File: config.mk
export PLATFORM = sky130hd
export DESIGN_NAME = apb_regfile_slave
export DESIGN_NICKNAME = d
export VERILOG_FILES = /design/src/rtl/apb_regfile_slave.sv
export SDC_FILE = /design/constraint.sdc
export NUM_CORES = 1
export LEC_CHECK = 0
export ABC_AREA = 1
export BUFFER_PORTS_ARGS = -buffer_cell sky130_fd_sc_hd__buf_2
export CORE_ASPECT_RATIO = 1.5
export CORE_UTILIZATION = 30
export DETAILED_ROUTE_END_ITERATION = 16
export SETUP_SLACK_MARGIN = 0.3
export SYNTH_ARGS = -nofsm -noshare
export SYNTH_HDL_FRONTEND = slang
export SYNTH_SLANG_ARGS = --single-unit
File: constraint.sdc
create_clock -name clk -period 38.3 [get_ports clk]
set_input_delay 3.83 -clock clk [delete_from_list [all_inputs] [get_ports clk]]
set_output_delay 3.83 -clock clk [all_outputs]
set_load 0.02 [all_outputs]
File: src/rtl/apb_regfile_slave.sv
// apb_regfile_slave: APB completer over a bank of 32-bit registers.
// Fixed wait states; response outputs are registered.
module apb_regfile_slave #(
  parameter int NUM_REGS    = 16,
  parameter int WAIT_CYCLES = 2
) (
  input  logic        clk,
  input  logic        reset,
  input  logic        psel_i,
  input  logic        penable_i,
  input  logic        pwrite_i,
  input  logic [31:0] paddr_i,
  input  logic [31:0] pwdata_i,
  output logic [31:0] prdata_o,
  output logic        pready_o,
  output logic        pslverr_o
);

  localparam int IW = $clog2(NUM_REGS);

  typedef enum logic [1:0] {
    S_IDLE,
    S_WAIT,
    S_DONE
  } state_t;

  state_t        state;
  logic [3:0]    cnt;
  logic          wr_q;
  logic          err_q;
  logic [IW-1:0] idx_q;
  logic [31:0]   wdata_q;
  logic [31:0]   regs [NUM_REGS];

  logic [IW-1:0] idx_in;
  logic          err_in;
  logic [31:0]   rd_in;
  logic [31:0]   rd_q;

  // Address decode and read mux for both the live and captured request
  always_comb begin
    idx_in = paddr_i[IW+1:2];
    err_in = (paddr_i[1:0] != 2'b00)
           || (|paddr_i[31:IW+2]);
    rd_in  = (pwrite_i || err_in) ? '0 : regs[idx_in];
    rd_q   = (wr_q || err_q) ? '0 : regs[idx_q];
  end

  // Transfer FSM, register bank and registered response
  always_ff @(posedge clk or posedge reset) begin
    if (reset) begin
      state     <= S_IDLE;
      cnt       <= '0;
      wr_q      <= 1'b0;
      err_q     <= 1'b0;
      idx_q     <= '0;
      wdata_q   <= '0;
      prdata_o  <= '0;
      pready_o  <= 1'b0;
      pslverr_o <= 1'b0;
      for (int i = 0; i < NUM_REGS; i++)
        regs[i] <= '0;
    end else begin
      pready_o  <= 1'b0;
      pslverr_o <= 1'b0;
      prdata_o  <= '0;
      unique case (state)
        S_IDLE: begin
          if (psel_i && !penable_i) begin
            wr_q    <= pwrite_i;
            idx_q   <= idx_in;
            err_q   <= err_in;
            wdata_q <= pwdata_i;
            cnt     <= 4'(WAIT_CYCLES);
            if (WAIT_CYCLES == 0) begin
              state     <= S_DONE;
              pready_o  <= 1'b1;
              pslverr_o <= err_in;
              prdata_o  <= rd_in;
            end else begin
              state <= S_WAIT;
            end
          end
        end
        S_WAIT: begin
          if (!psel_i) begin
            state <= S_IDLE;
          end else if (cnt == 4'd1) begin
            state     <= S_DONE;
            pready_o  <= 1'b1;
            pslverr_o <= err_q;
            prdata_o  <= rd_q;
          end else begin
            cnt <= cnt - 4'd1;
          end
        end
        S_DONE: begin
          if (psel_i && penable_i && wr_q && !err_q)
            regs[idx_q] <= wdata_q;
          state <= S_IDLE;
        end
        default: state <= S_IDLE;
      endcase
    end
  end

endmodule
## Word-level counts from Yosys, hierarchy flattened

Index checks and enable logic that the tools add are counted.

| word-level totals | value |
|---|---|
| register bits | 590 |
| logic and storage cells | 77 |
| bits of input ports | 69 |

| operators by class | value |
|---|---|
| multiplexer cells | 24 |
| bitwise gates (word level) | 1 |
| eq/ne operators | 7 |
| $lt $le $gt $ge | 2 |
| reductions and logical operators | 17 |
| add/subtract/negate cells | 1 |

Operators by type and width:

| operator | count |
|---|---|
| bitwise mux 512 bit | 1 |
| two-way mux 32 bit | 7 |
| binary-select mux 32 bit (select 4 bit) | 1 |
| demux 32 bit (select 4 bit) | 1 |
| OR reduction 26 bit | 1 |
| two-way mux 4 bit | 3 |
| case mux 4 bit (2 select lines) | 1 |
| two-way mux 1 bit | 6 |
| two-way mux 2 bit | 3 |
| != test 2 bit (second input constant) | 3 |
| AND reduction 2 bit | 3 |
| >= comparator 5 bit (second input constant) | 1 |
| logical AND 1 bit | 5 |
| less-than comparator 5 x 1 -> 1 bit (second input constant) | 1 |
| inverter 4 -> 5 bit | 1 |
| == test 4 x 1 -> 1 bit (second input constant) | 1 |
| case mux 2 bit (2 select lines) | 1 |
| AND reduction 4 bit | 1 |
| nonzero test 2 bit | 2 |
| subtractor 4 x 1 -> 4 bit (second input constant) | 1 |
| != test 3 bit (second input constant) | 1 |
| == test 2 x 1 -> 1 bit (second input constant) | 1 |
| == test 2 bit (second input constant) | 1 |
| zero test 1 bit | 2 |
| 2 further kinds | 3 |

## Longest topological paths before layout

Gate-level depths: netlist of the first run.

| depth | value |
|---|---|
| depth in word-level cells | 8 |
| mapped depth | 12 |
| gate-level depth less buffers | 9 |

## Worst setup path after synthesis of the first run

Ideal clock, no wire load.

| timing path | value |
|---|---|
| path type | input to register |
| start point | input port penable_i |
| end point | register regs[264] in the netlist's numbering |
| setup time | 0.133 ns |
| required time | 38.167 ns |
| data arrival time | 4.749 ns |
| cell stages on the path | 8 |
| setup slack | 33.418 ns |
| cell sequence | nand3_1 -> nor2_1 -> nand2_2 -> nor2_4 -> nand2_2 -> clkbuf_1 -> nand2_1 -> o21ai_0 |

| on the way | value |
|---|---|
| word-level cells in the longest chain between the ends | 4 |

RTL lines:

| what | RTL line | text |
|---|---|---|
| start, declared | 10 | `input logic penable_i,` |
| logical AND 1 bit (3 in a row) | 98 | `if (psel_i && penable_i && wr_q && !err_q)` |
| AND reduction 2 bit (no source line) | -- |  |
| end signal, assigned by index | 99 | `regs[idx_q] <= wdata_q;` |
| end, declared | 33 | `logic [31:0] regs [NUM_REGS];` |

Every way passes these cells.
A chain may end at the register's enable or synchronous reset.

==> results.py, run 1 <==
metrics = {
    "run_status": {
        "status": "finished clean",
    },
    "clocking": {
        "ctsHoldBuffers": 0,
        "post_cts_buffers": 0,
        "htreeDepth": 2,
        "clkLatencyLatePin_ps": 600,
        "clk_pin_slew_worst_paths_ps": 60,
        "ctsResizeCount": 0,
        "clockBufferDepth": 3,
        "cts_root_buffer": "clkbuf_16",
        "cts_tree": "done",
        "cts.sinks": 590,
        "cts_buffers": 53,
    },
    "floorplanning": {
        "coreArea_um2": 87500,
        "die_height_um": 366,
        "die_area_um2": 89400,
        "ios": 103,
        "die_w_um": 245,
        "initial_core_util_pct": 30.2,
        "rows": 133,
    },
    "finish": {
        "drive_gt1_share_pct": 7.15,
        "finalInstanceArea_um2": 29500,
        "syn_to_final_growth_pct": 11.3,
        "mostFrequentLayoutCells": "nand2_1, dfrtp_1, o21ai_0",
        "fin_cells": 4603,
        "final_util_pct": 33.7,
        "layout_commonest_cell": "nand2_1",
        "nNetsFinal": 3490,
        "diodes": 0,
    },
    "detailed_routing": {
        "vias_per_cell": 4.68,
        "drt-total-wl_um": 74500,
        "drc_errors": 0,
        "wire_per_inst_um": 16.2,
        "ant_nets": 0,
        "dr_total_vias": 21526,
        "initialDrtViolationCount": 1713,
        "first_pass_iters": 5,
    },
    "synth": {
        "syn_inst": 3463,
        "synth_cell_types": 23,
        "synth_nets": 3534,
        "ys_ff_latch": 590,
        "postSynthAreaPerCell_um2": 7.64,
        "yosysWarnings": 0,
        "synth_area_um2": 26500,
        "yosysSeqAreaShare_pct": 55.8,
    },
    "worst_hold_path": {
        "worstHoldPathCells": 2,
        "worstHoldPathType": "flop to flop",
    },
    "grt": {
        "grt_antenna_before_repair": 0,
        "grt_pass1_vias": 20928,
        "grt_max_degree": 157,
        "grt_first_pass_wirelength_um": 120000,
        "grt_util_all_layers_pct": 16.9,
        "overflow": 0,
    },
    "critical_path": {
        "rrSetupSlack_ps": 34470,
        "critPathArrivalTime_ps": 7750,
        "path_cells": "buf_2 -> inv_8 -> buf_12 -> buf_4 -> buf_4 -> buf_4",
        "max_stage_delay_ps": 850,
        "reg2reg_depth": 11,
        "crit_top_cell": "buf_4",
        "path_depth": 6,
        "cp_data_required_time_ps": 38940,
        "crit_family": "buffers and inverters",
        "crit_buf_inv": 6,
        "slowest_stage": "buf_4",
        "start_kind": "input pin",
        "critPathKind": "input pin to async pin",
        "cp-end-kind": "async pin",
        "cp_max_fo": 156,
    },
    "sta": {
        "final_hold_viol_count": 0,
        "finalSetupViolations": 0,
        "slew-limit-headroom_pct": 31.6,
        "report.final.slew_viol_count": 0,
        "tns_ps": 0,
        "period_share_pct": 18.6,
        "period_needed_ps": 7110,
        "clock.fmax_mhz": 141,
        "worst_slew_pin_slew_ps": 1030,
        "rsz0062_at_grt": "no",
        "clock_skew_ps": 22.0,
    },
    "placed_design": {
        "dpl-instance-area_um2": 27800,
        "gp_congestion": 0.767,
        "io_buffers": 102,
        "dp_hpwl_um": 40200,
        "dp_cells": 4511,
    },
    "power": {
        "power_density_nw_per_um2": 46.9,
        "max-vdd-ir-drop_mv": 0.0305,
        "p_leak_nw": 14.9,
        "design_power_total_mw": 1.38,
    },
    "job": {
        "maxCapViolCount": 0,
    },
}
-- tightest hold or removal path: cells and delay by family, from the launching register on --
family	cells	cell delay (ps)
DFF	1	340
and+or+nand+nor	1	50
AOI/OAI and AO/OA	1	60
-- where the power goes --
group | switching [mW] | internal, mW
combinational | 0.178 | 0.0194
sequential | 0.00941 | 0.636
clock | 0.234 | 0.304
-- area by class of cell --
cell class	instances	area, µm²
Inverter	46	191
Timing Repair Buffer	137	786
Clock inverter	12	164
Multi-Input combinational cell	2591	10600
Sequential cell	590	14800
Fill cell	9370	58100
Tap cell	1147	1440
Clock buffer	80	1550
-- cells by family (layout without fill, tap and decap cells) --
group | Yosys count | in the layout | synth area share, %
adder cells (fa/ha/maj) | 2 | 2 | 0.0945
flip-flops | 590 | 590 | 55.8
AO/OA/AOI/OAI | 553 | 553 | 10.5
AND/OR/NAND/NOR | 2036 | 2036 | 29.3
buffers and inverters | 282 | 275 | 4.32
-- cells in the mapped netlist --
| cell | instances | area [µm²] |
|---|---|---|
| clkbuf_1 | 160 | 601 |
| nand2_2 | 15 | 93.8 |
| or2_2 | 1 | 6.26 |
| nor2_2 | 2 | 12.5 |
| nor3b_1 | 1 | 7.51 |
| nand4_1 | 3 | 18.8 |
| nor2_4 | 3 | 33.8 |
| ha_1 | 2 | 25.0 |
| nor3_1 | 3 | 15.0 |
| buf_1 | 13 | 48.8 |
| inv_2 | 4 | 15.0 |
| buf_2 | 61 | 305 |
| o21ai_1 | 9 | 45.0 |
| buf_4 | 2 | 15.0 |
| o21ai_0 | 542 | 2710 |
| inv_1 | 42 | 158 |
| a21oi_1 | 2 | 10.0 |
| dfrtp_1 | 590 | 14800 |
| nor2_1 | 90 | 338 |
| nand3b_4 | 2 | 40.0 |
| and2_1 | 1 | 6.26 |
| nand2_1 | 1910 | 7170 |
| nand3_1 | 5 | 25.0 |
-- path summary, 6_finish.rpt --
| check | endpoint | from |
|---|---|---|
| min | regs[1]$_DFFE_PP0P_ | regs[1]$_DFFE_PP0P_ |
| min reg2reg | regs[1]$_DFFE_PP0P_ | regs[1]$_DFFE_PP0P_ |
| max in group clk | regs[178]$_DFFE_PP0P_ | penable_i |
| max reg2reg | prdata_o[19]$_DFF_PP0_ | idx_q[0]$_DFFE_PP0P_ |
| max | regs[153]$_DFFE_PP0P_ | reset |
| min in group asynchronous | regs[200]$_DFFE_PP0P_ | reset |
-- per-stage QoR --
step           setup WS (ps)  hold slack [ps]
2_1_floorplan          17960              453
3_3_place_gp           30400              465
4_1_cts                31010              489
5_1_grt                30550              498
3_5_place_dp           30380              473
6_report               31190              482
-- flip-flops by register name (all words and copies together) (netlist names) --
| register | cells |
|---|---|
| pslverr_o | 1 |
| wdata_q | 32 |
| idx_q | 4 |
| prdata_o | 32 |
| state | 2 |
| err_q | 1 |
| cnt | 4 |
| wr_q | 1 |
| pready_o | 1 |
| regs | 512 |
-- per-layer routing --
| metal | vias up | routed length (µm) | track usage (%) |
|---|---|---|---|
| met1 | 10336 | 32000 | 21.0 |
| met4 | 0 | 1860 | 4.95 |
| li1 | 10677 | - | - |
| met2 | 404 | 37900 | 30.6 |
| met3 | 109 | 2670 | 1.74 |
| met5 | - | 0 | 0 |
(Power assumes the default switching activity.)
==> run 2, diff against run 1 <==
- ABC_AREA: 1 -> 0
- clock period: 38.3 -> 6.1 ns (I/O delays scaled with it)
==> run 2 against run 1 <==
- sequential share of layout area rose by 0.18 points
- largest power group unchanged
- final area fell by 0.34%
- die area fell by 2.5%
- count of clock-buffer cells in the layout fell by 4
- highest routed layer is now met5
- wire length fell by 16%
- worst setup slack got worse by 29000 ps
- first-iteration DRC count fell by 59%
- sequential power rose to 6.9 times the previous value
==> results.py, run 2 <==
metrics = {
    "synth": {
        "synth_cell_types": 36,
        "postSynthAreaPerCell_um2": 16.5,
        "synth_edf_count": 0,
        "syn_inst": 1560,
        "synth.most_common_cell": "dfrtp_1",
        "synth_nets": 1631,
        "synth-async-reset-ratio_pct": 100,
        "synth_top_cells_by_count": "dfrtp_1, mux2_1, mux4_2, mux2_2, buf_2",
        "yosysSeqAreaShare_pct": 57.3,
        "synth-main-ff-cell": "dfrtp_1",
        "ys_ff_latch": 590,
        "yosysWarnings": 0,
        "yosys.area.top_type": "dfrtp_1",
        "synthTopCellsByArea": "dfrtp_1, mux2_1, mux4_2, mux2_2, a221o_1",
        "synth.top_cell.area_share_pct": 57.3,
        "synth_area_um2": 25800,
    },
    "power": {
        "power_frac_comb_pct": 8.9,
        "p_int_mw": 6.23,
        "seqPwrFrac_pct": 52.0,
        "p_leak_nw": 14.6,
        "max-vdd-ir-drop_mv": 0.202,
        "pwr-share-clk_pct": 39.2,
        "power.switching_mw": 2.40,
        "switching_share_pct": 27.8,
        "power_density_nw_per_um2": 294,
    },
    "critical_path": {
        "start_kind": "flop",
        "reg2reg_depth": 5,
        "cp_data_required_time_ps": 6590,
        "rr_endpoint": "regs[22]$_DFFE_PP0P_",
        "critPathArrivalTime_ps": 4010,
        "rrSetupSlack_ps": 2570,
        "cp-end-kind": "flop",
        "r2r-start": "err_q$_DFFE_PP0P_",
        "critPathKind": "flop to flop",
        "cp_max_fo": 17,
    },
    "placed_design": {
        "io_buffers": 102,
        "dpl-instance-area_um2": 27600,
        "gp_congestion": 0.728,
        "dp_cells": 2702,
        "dp_hpwl_um": 38400,
    },
    "floorplanning": {
        "ios": 103,
        "die_w_um": 241,
        "die_area_um2": 87200,
        "initial_core_util_pct": 30.3,
        "rows": 131,
        "coreArea_um2": 85100,
        "die_height_um": 361,
    },
    "clocking": {
        "cts_buffers": 54,
        "ctsResizeCount": 0,
        "cts_tree": "done",
        "ctsHoldBuffers": 0,
        "post_cts_buffers": 0,
        "cts.sinks": 590,
        "clk_pin_slew_worst_paths_ps": 60,
        "cts_root_buffer": "clkbuf_16",
        "htreeDepth": 2,
        "clockBufferDepth": 3,
        "clkLatencyLatePin_ps": 610,
    },
    "job": {
        "maxCapViolCount": 0,
    },
    "detailed_routing": {
        "dr_total_vias": 13859,
        "wire_per_inst_um": 22.3,
        "vias_per_cell": 4.95,
        "first_pass_iters": 4,
        "drt-total-wl_um": 62300,
        "ant_nets": 0,
        "drc_errors": 0,
        "initialDrtViolationCount": 700,
    },
    "sta": {
        "slew-limit-headroom_pct": 19.1,
        "period_share_pct": 57.8,
        "finalSetupViolations": 0,
        "clock_skew_ps": 21.9,
        "period_needed_ps": 3530,
        "worst_slew_pin_slew_ps": 1210,
        "final_hold_viol_count": 0,
        "report.final.slew_viol_count": 0,
        "clock.fmax_mhz": 283,
        "tns_ps": 0,
        "rsz0062_at_grt": "no",
    },
    "finish": {
        "reg_top3": "regs x512, prdata_o x32, wdata_q x32",
        "largest_reg_flops": 512,
        "syn_to_final_growth_pct": 13.9,
        "layout_commonest_cell": "dfrtp_1",
        "nNetsFinal": 1699,
        "fin_cells": 2799,
        "regMostFlops": "regs",
        "drive_gt1_share_pct": 27.4,
        "mostFrequentLayoutCells": "dfrtp_1, mux2_1, mux4_2",
        "diodes": 0,
        "finalInstanceArea_um2": 29400,
    },
    "grt": {
        "overflow": 0,
        "grt_max_degree": 170,
        "grt_antenna_before_repair": 1,
        "grt_util_all_layers_pct": 14.9,
        "grt_pass1_vias": 15569,
        "grt_first_pass_wirelength_um": 98500,
    },
    "worst_hold_path": {
        "worstHoldPathType": "input pin to async pin",
    },
    "run_status": {
        "status": "finished clean",
    },
}
## run 2: per-stage QoR
step           setup WS (ps)  power, mW  util (%)  hold WS (ps)
2_1_floorplan          -2550       4.98         -           452
3_3_place_gp            2320       5.33      32.5           461
3_5_place_dp            2250       5.36      32.5           469
4_1_cts                 2500       8.77      34.5           169
5_1_grt                 2420       9.00      34.5           200
6_report                2570       8.62      34.5           173
## run 2: layout make-up
type | instances | area [µm²]
clock buffer | 76 | 1580
clock inverter | 21 | 173
fill | 8041 | 55700
inverter | 3 | 15.0
multi-input combinational | 837 | 10500
sequential | 590 | 14800
tap | 1130 | 1410
timing repair buffer | 142 | 873
## run 2: power groups by stage
stage	Combinational (mW)	Clock, mW	Sequential (mW)
after global routing	0.834	3.63	4.54
after floorplan	0.802	0	4.18
after detailed placement	0.791	0	4.57
final	0.766	3.38	4.48
after CTS	0.793	3.49	4.49
after global placement	0.776	0	4.55
## run 2: logic make-up after synthesis
kind of cell    after synthesis  share of synthesized area, %
xor+xnor                      2                        0.0679
simple gates                 89                          2.36
buf+inv                     133                          2.35
mux                         709                          36.6
compound gates               35                          1.31
fa+ha+maj                     2                        0.0970
flops                       590                          57.3
## run 2: metal layers
layer,part of all wire [%],GRT usage [%]
met2,52,25.6
met3,3.5,2.29
met1,41,18.7
met5,0.021,0
met4,3.3,5.46
## run 2: worst max path at each step
stage | depth (start not counted) | start | slack [ps] | endpoint
6_report | 5 | err_q$_DFFE_PP0P_ | 2570 | regs[22]$_DFFE_PP0P_
5_1_grt | 5 | err_q$_DFFE_PP0P_ | 2420 | regs[11]$_DFFE_PP0P_
4_1_cts | 5 | err_q$_DFFE_PP0P_ | 2500 | regs[22]$_DFFE_PP0P_
3_5_place_dp | 6 | psel_i | 2250 | regs[10]$_DFFE_PP0P_
3_3_place_gp | 6 | psel_i | 2320 | regs[17]$_DFFE_PP0P_
2_1_floorplan | 1 | reset | -2550 | cnt[0]$_DFFE_PP0P_
## run 2: critical path, stage by stage (launching register included)
cell	delay [ps]
dfrtp_1	400
and4bb_1	290
nand3_2	650
nor3_4	1220
buf_4	470
mux2_1	360
==> run 3, diff against run 2 <==
- clock period: 6.1 -> 3.1 ns (I/O delays scaled with it)
==> run 3 against run 2 <==
- critical path depth shrank 1
- total power rose by 99%
- clock skew decreased by 4.7 ps
- non-clock buffer count is 58 higher
- largest cell class unchanged
- largest power group unchanged
- highest routed layer is now met4
==> results.py, run 3 (same netlist as run 2, synthesis figures left out) <==
metrics = {
    "finish": {
        "largest_reg_flops": 512,
        "regMostFlops": "regs",
        "nNetsFinal": 1757,
        "mostFrequentLayoutCells": "dfrtp_1, mux2_1, mux4_2",
        "layout_commonest_cell": "dfrtp_1",
        "n_fill_cell": 7982,
        "finalInstanceArea_um2": 30100,
        "final_util_pct": 35.4,
        "syn_to_final_growth_pct": 16.8,
        "drive_gt1_share_pct": 27.6,
        "reg_top3": "regs x512, prdata_o x32, wdata_q x32",
    },
    "floorplanning": {
        "coreArea_um2": 85100,
        "die_height_um": 361,
        "rows": 131,
        "die_w_um": 241,
        "ios": 103,
        "die_area_um2": 87200,
        "initial_core_util_pct": 30.3,
    },
    "grt": {
        "grtUsageMet2_pct": 25.8,
        "grt_max_degree": 107,
        "overflow": 0,
        "met3_usage_pct": 1.86,
        "grt_first_pass_wirelength_um": 98800,
        "grt_antenna_before_repair": 2,
        "grt_pass1_vias": 15930,
        "top_usage_layer": "met2",
        "gr-usage-met1_pct": 19.0,
        "grt_util_all_layers_pct": 14.9,
    },
    "sta": {
        "tns_ps": 0,
        "period_needed_ps": 2400,
        "report.final.slew_viol_count": 0,
        "holdWs_ps": 29.5,
        "rsz0062_at_grt": "no",
        "final_hold_viol_count": 0,
        "worst_slew_pin_slew_ps": 762,
        "clock_skew_ps": 17.2,
        "setup_slack_ps": 702,
        "clock.fmax_mhz": 417,
        "slew-limit-headroom_pct": 49.1,
        "finalSetupViolations": 0,
        "period_share_pct": 77.4,
    },
    "clocking": {
        "clk_pin_slew_worst_paths_ps": 60,
        "post_cts_buffers": 0,
        "cts_tree": "done",
        "clockBufferDepth": 3,
        "cts_root_buffer": "clkbuf_16",
        "cts.sinks": 590,
        "cts_buffers": 54,
        "htreeDepth": 2,
        "clkLatencyLatePin_ps": 600,
    },
    "critical_path": {
        "cp_data_required_time_ps": 3570,
        "start_kind": "flop",
        "cp-end-kind": "flop",
        "critPathKind": "flop to flop",
        "cp_max_fo": 49,
        "critPathArrivalTime_ps": 2870,
    },
    "detailed_routing": {
        "dr_total_vias": 14038,
        "drt-total-wl_um": 62400,
        "drc_errors": 0,
        "wire_per_inst_um": 21.8,
        "vias_per_cell": 4.92,
        "first_pass_iters": 4,
        "ant_nets": 0,
        "initialDrtViolationCount": 530,
    },
    "placed_design": {
        "io_buffers": 102,
        "dpl-instance-area_um2": 28000,
        "gp_congestion": 0.746,
        "dp_hpwl_um": 37600,
        "pre_cts_ws_ps": 677,
    },
    "power": {
        "max-vdd-ir-drop_mv": 0.388,
        "p_leak_nw": 14.9,
        "power_density_nw_per_um2": 571,
    },
    "run_status": {
        "status": "finished clean",
    },
    "job": {
        "maxCapViolCount": 0,
    },
    "worst_hold_path": {
        "worstHoldPathType": "input pin to flop",
    },
}
## run 3: per-stage QoR
stage	power [mW]	cells
6_report	17.2	2856
5_1_grt	17.9	2856
4_1_cts	17.5	2855
3_5_place_dp	10.6	2723
3_3_place_gp	10.6	2723
2_1_floorplan	9.80	1560
## run 3: area by class of cell
type                            instances  area, µm²  area share [%]
Sequential cell                       590      14800            49.1
Multi-Input combinational cell        837      10500            35.0
Timing Repair Buffer                  200       1600            5.32
Clock buffer                           78       1570            5.22
Tap cell                             1130       1410            4.69
Clock inverter                         17        203           0.673
Inverter                                3       15.0          0.0498
Antenna cell                            1       2.50         0.00831
## run 3: per-layer routing
| layer | vias up | part of all wire, % |
|---|---|---|
| li1 | 6059 | - |
| met1 | 7699 | 42 |
| met2 | 185 | 52 |
| met3 | 95 | 3.1 |
| met4 | 0 | 2.9 |
| met5 | - | 0 |
## run 3: report_power, final
part	switching, mW	internal [mW]
Clock	2.92	3.85
Sequential	0.747	7.88
Combinational	1.03	0.775
Total	4.69	12.5
## run 3: final timing paths
kind,startpoint,slack (ps),end,cells after the start
max reg2reg,idx_q[3]$_DFFE_PP0P_,700,prdata_o[13]$_DFF_PP0_,4
min reg2reg,regs[173]$_DFFE_PP0P_,480,regs[173]$_DFFE_PP0P_,1
max,idx_q[3]$_DFFE_PP0P_,700,prdata_o[13]$_DFF_PP0_,4
min,paddr_i[5],30,idx_q[3]$_DFFE_PP0P_,2
min in group asynchronous,reset,400,wdata_q[18]$_DFFE_PP0P_,3
max in group asynchronous,reset,1710,regs[301]$_DFFE_PP0P_,4
## run 3: worst max-delay path, cell delays in order, from the launching register on
cell,delay [ps]
dfrtp_4,600
buf_12,410
mux4_2,570
mux2_2,280
a221o_1,330
## run 3: what timing repair did
action                    CTS  global route
hold buffers               37             0
hold endpoints to repair   53             0
resized for setup           0             0
